<file path="src/rtl/down_counter_if.sv">
// Bundles the count-control inputs and count/status outputs of down_counter.
interface down_counter_if #(
  parameter int unsigned EXP = 3
);
  logic           CE;
  logic           LOAD;
  logic [EXP-1:0] D;
  logic           ONESHOT;
  logic [EXP-1:0] Q;
  logic           TC;
  logic           DONE;

  modport master (
    output CE, LOAD, D, ONESHOT,
    input  Q, TC, DONE
  );

  modport slave (
    input  CE, LOAD, D, ONESHOT,
    output Q, TC, DONE
  );
endinterface

</file>
<file path="src/rtl/down_counter.sv">
// Modulo-WIDTH loadable down counter with periodic / one-shot modes and a cascadable borrow.
// Optional reload register enabled by defining DOWN_COUNTER_RELOAD_EN.
module down_counter #(
  parameter int unsigned EXP   = 3,
  parameter int unsigned WIDTH = 8
) (
  input  logic          CLK,
  input  logic          RST,
  down_counter_if.slave cnt
);

  if (WIDTH < 1 || (64'd1 << EXP) < 64'(WIDTH)) begin : g_bad_params
    $error("down_counter: WIDTH must be in 1..2**EXP");
  end

  localparam logic [EXP-1:0] MaxVal = EXP'(WIDTH - 1);

  typedef enum logic [1:0] {
    StIdle,
    StRun,
    StDone
  } state_e;

  state_e         state_q, state_d;
  logic [EXP-1:0] q_q, q_d;
  logic           done_q, done_d;
  logic [EXP-1:0] load_val;
  logic [EXP-1:0] wrap_val;

  // Out-of-range load values clamp to the top count so Q never leaves 0..WIDTH-1.
  assign load_val = (cnt.D > MaxVal) ? MaxVal : cnt.D;

`ifdef DOWN_COUNTER_RELOAD_EN
  logic [EXP-1:0] reload_q, reload_d;

  always_comb begin
    reload_d = reload_q;
    if (cnt.LOAD) begin
      reload_d = load_val;
    end
  end

  always_ff @(posedge CLK) begin
    if (!RST) begin
      reload_q <= MaxVal;
    end else begin
      reload_q <= reload_d;
    end
  end

  assign wrap_val = reload_q;
`else
  assign wrap_val = MaxVal;
`endif

  always_comb begin
    state_d = state_q;
    q_d     = q_q;
    if (cnt.LOAD) begin
      q_d     = load_val;
      state_d = StRun;
    end else begin
      case (state_q)
        StRun: begin
          if (cnt.CE) begin
            if (q_q != '0) begin
              q_d = q_q - EXP'(1);
            end else if (cnt.ONESHOT) begin
              state_d = StDone;
            end else begin
              q_d = wrap_val;
            end
          end
        end
        StIdle, StDone: begin
          state_d = state_q;
        end
        default: begin
          state_d = StIdle;
        end
      endcase
    end
    done_d = (state_d == StDone);
  end

  always_ff @(posedge CLK) begin
    if (!RST) begin
      state_q <= StIdle;
      q_q     <= '0;
      done_q  <= 1'b0;
    end else begin
      state_q <= state_d;
      q_q     <= q_d;
      done_q  <= done_d;
    end
  end

  assign cnt.Q    = q_q;
  assign cnt.DONE = done_q;
  // Borrow is combinational on CE so it can enable a higher-order stage in the same cycle.
  assign cnt.TC   = (state_q == StRun) && (q_q == '0) && cnt.CE;

endmodule

</file>
<file path="src/flat_wrapper.sv">
// flat-port wrapper written by rule: the top's interface ports become plain ports
module down_counter_flat 
#(
  parameter int unsigned EXP   = 3,
  parameter int unsigned WIDTH = 8
)
  (CLK, RST, cnt_CE, cnt_LOAD, cnt_D, cnt_ONESHOT, cnt_Q, cnt_TC, cnt_DONE);
  down_counter_if #(.EXP(EXP)) cnt_i ();
  input  logic CLK;
  input  logic RST;
  input wire logic [$bits(cnt_i.CE)-1:0] cnt_CE;
  input wire logic [$bits(cnt_i.LOAD)-1:0] cnt_LOAD;
  input wire logic [$bits(cnt_i.D)-1:0] cnt_D;
  input wire logic [$bits(cnt_i.ONESHOT)-1:0] cnt_ONESHOT;
  output wire logic [$bits(cnt_i.Q)-1:0] cnt_Q;
  output wire logic [$bits(cnt_i.TC)-1:0] cnt_TC;
  output wire logic [$bits(cnt_i.DONE)-1:0] cnt_DONE;
  assign cnt_i.CE = cnt_CE;
  assign cnt_i.LOAD = cnt_LOAD;
  assign cnt_i.D = cnt_D;
  assign cnt_i.ONESHOT = cnt_ONESHOT;
  assign cnt_Q = cnt_i.Q;
  assign cnt_TC = cnt_i.TC;
  assign cnt_DONE = cnt_i.DONE;
  down_counter #(.EXP(EXP), .WIDTH(WIDTH)) u_core (.CLK(CLK), .RST(RST), .cnt(cnt_i));
endmodule
</file>
<file path="config.mk">
export PLATFORM = sky130hd
export DESIGN_NAME = down_counter_flat
export DESIGN_NICKNAME = d
export VERILOG_FILES = /design/src/rtl/down_counter_if.sv /design/src/rtl/down_counter.sv /design/src/flat_wrapper.sv
export SDC_FILE = /design/constraint.sdc
export NUM_CORES = 1
export LEC_CHECK = 0
export BUFFER_PORTS_ARGS = -buffer_cell sky130_fd_sc_hd__buf_4
export CAP_MARGIN = 20
export CELL_PAD_IN_SITES_DETAIL_PLACEMENT = 0
export CELL_PAD_IN_SITES_GLOBAL_PLACEMENT = 1
export CORE_AREA = 5 5 42 44
export DETAILED_ROUTE_END_ITERATION = 10
export DIE_AREA = 0 0 47 49
export GPL_ROUTABILITY_DRIVEN = 0
export GPL_TIMING_DRIVEN = 0
export PLACE_DENSITY_LB_ADDON = 0.1
export SETUP_SLACK_MARGIN = 0.4
export SYNTH_ARGS = -nofsm -noshare
export SYNTH_HDL_FRONTEND = slang
export SYNTH_SLANG_ARGS = --single-unit
</file>
<file path="constraint.sdc">
create_clock -name CLK -period 1.65 [get_ports CLK]
set_input_delay 0.33 -clock CLK [delete_from_list [all_inputs] [get_ports CLK]]
set_output_delay 0.33 -clock CLK [all_outputs]
set_load 0.01 [all_outputs]
</file>
==> reports/results.ini <==
[outcome]
status = finished, final reports clean

[yosys]
synth_area_leaders = dfxtp_1, ha_1, inv_1
syn_area_per_cell_sq_um = 8.57
syn_inst = 40
synth_warnings = 0
synthesis.area_sq_um = 343
synthTopCellsByCount = dfxtp_1, inv_1
netlist.area_leader.share_pct = 35.0
ys_ff_latch = 6
synth_cell_type_count = 22
syn_nets = 50
async_flop_share_pct = 0
seq_area_frac_synth_pct = 35.0
synth-main-ff-cell = dfxtp_1
synth_top_area_cell = dfxtp_1
synth_edf_count = 0

[floorplan]
rows = 14
die_x_um = 47
die_h_um = 49
core_area_sq_um = 1400
start_util_pct = 24.5
dieArea_sq_um = 2300
io_pins = 13

[clock_tree]
h-tree-depth = 1
clkLatencyLatePin_ps = 240
clk_pin_slew_ps = 50
cts_tree = done
cts_buffers = 3
clock_sinks = 6
root_buffer = clkbuf_4
clockBufferDepth = 2
cts_hold_buf = 0

[setup_path]
path_max_fanout = 4
worstSetupPathType = reg -> out
r2r-start = u_core.state_q[1]
r2r_end = u_core.cnt.Q[0]
cp-start-kind = flop
r2r_slack_ps = 400
cp-end-kind = primary output
required_ps = 1320
arrival_ps = 1120
r2r_cells = 5

[layout]
drive_above_1_share_pct = 47.4
final_nets = 69
n_antenna_cell = 0
fillers = 156
syn_to_final_growth_pct = 52.2

[min_path]
hold_path_end = u_core.cnt.Q[1]
hold_depth = 3
hp-class = in -> reg
hp-start = cnt_D[1]

[sta]
period_minus_slack_ps = 1450
timing.slew.headroom_pct = 88.1
rsz0062_at_grt = yes
hold_viol_final = 0
whs_ps = 336
report.final.slew_viol_count = 0
setup_tns_ps = 0
fin_crit_sh_pct = 87.9
fmax_mhz = 689
fin_worst_skew_ps = 5.44
tightest_slew_ps = 178
setup_violations = 0

[power_and_ir_drop]
combPwrFrac_pct = 24.1
internal_power_uw = 288
p_seq_share_pct = 41.4
sw_frac_of_total_pct = 26.2
vdd_ir_drop_max_mv = 0.362
switching_power_uw = 102
p_leak_nw = 0.233
p_clk_share_pct = 34.4
power_density_nw_per_um2 = 748

[global_routing]
grt_remaining_overflow = 0
grt_pass1_wl_um = 1550
grt_pass1_vias = 379
grt_max_degree = 8
globalRouteTotalUtil_pct = 9.44
grt_antenna_before_repair = 0

[route]
drc = 0
antenna_left = 0
via_per_inst = 4.64
vias = 339
routed_wl_um = 871
drtIter0Drc = 3
dr.pass1.iters = 2
wl_per_cell_um = 11.9

[flow_run]
maxCapViolCount = 0

[place]
detailed_place_hpwl_um = 647
port-buffer-count = 12

-- cell type report --
cell class	instances	area, sq um	area share, %
multi-input cells	27	211	40.5
flip-flops and latches	6	125	24.0
repair buffers	14	109	20.9
clock buffers	3	22.5	4.32
inverters	6	22.5	4.32
well taps	16	20.0	3.84
plain buffers	1	11.3	2.16
-- what timing repair did --
| action | CTS | global route |
|---|---|---|
| pin swaps | 2 | 4 |
| hold endpoints to repair | 0 | 0 |
| buffers inserted | 2 | 0 |
| cloned | 0 | 0 |
| setup endpoints to repair | 2 | 6 |
| gates resized for setup | 9 | 2 |
-- critical path, stage by stage, from the launching register on --
cell	delay [ps]
dfxtp_2	320
and3b_1	220
buf_6	100
and3_4	160
buf_6	90
-- flip-flops by register name (all words and copies together) (netlist names) --
signal and cells:
u_core.cnt.DONE 1, u_core.cnt.Q 3, u_core.state_q 2
-- per-layer routing --
metal	wire (um)	vias up	GRT usage (%)
met5	0	-	0
met4	10	0	5.53
met3	72	2	3.69
met2	426	11	14.9
met1	362	148	10.1
li1	-	178	-
-- power groups by stage --
stage | Combinational, mW | Clock, mW | Sequential [mW]
final | 0.0941 | 0.134 | 0.162
after global routing | 0.106 | 0.151 | 0.163
after CTS | 0.0935 | 0.140 | 0.161
after detailed placement | 0.0798 | 0 | 0.163
after global placement | 0.0781 | 0 | 0.163
after floorplan | 0.0409 | 0 | 0.165
-- per-stage QoR --
stage	power, mW	instances	area [sq um]	worst slack (ps)	utilization (%)
final	0.390	73	522	199	37.2
after global routing	0.420	73	522	160	37.2
after CTS	0.395	73	517	190	36.9
after detailed placement	0.243	68	455	276	32.5
after global placement	0.241	68	455	284	32.5
after floorplan	0.206	40	345	403	-
-- worst max path at each step --
stage                                  from         endpoint  slack [ps]  cells past startpoint
after floorplan             u_core.cnt.Q[0]  u_core.cnt.Q[0]         400                      5
after global placement               cnt_CE           cnt_TC         280                      5
after detailed placement             cnt_CE           cnt_TC         280                      5
after CTS                 u_core.state_q[1]           cnt_TC         190                      4
after global routing      u_core.state_q[1]           cnt_TC         160                      4
final                     u_core.state_q[1]           cnt_TC         200                      4
-- layout by cell type, fill, tap and decap left out --
cell type	count
a211o_1	2
inv_1	4
nand4_1	1
dfxtp_1	2
nand4b_1	1
and3_4	1
o31ai_2	1
dfxtp_2	4
buf_4	13
and3b_1	1
ha_4	1
inv_2	2
buf_6	2
o21ai_1	1
clkbuf_4	3
nor2_1	2
nand2b_1	2
o2111a_1	1
nand2_1	2
a21oi_1	1
ha_1	1
nand3_1	1
and3_1	1
or2b_1	1
o2111ai_1	1
a31oi_1	2
nor2b_1	2
nand3b_1	1
-- logic make-up after synthesis --
family                   count (synthesis)  synth area share [%]
AO/OA/AOI/OAI                            9                  19.7
flip-flops                               6                  35.0
buffers and inverters                    7                  9.85
AND/OR/NAND/NOR                         16                  28.1
adder cells (fa/ha/maj)                  2                  7.30
Power figures use the tool's default switching activity.
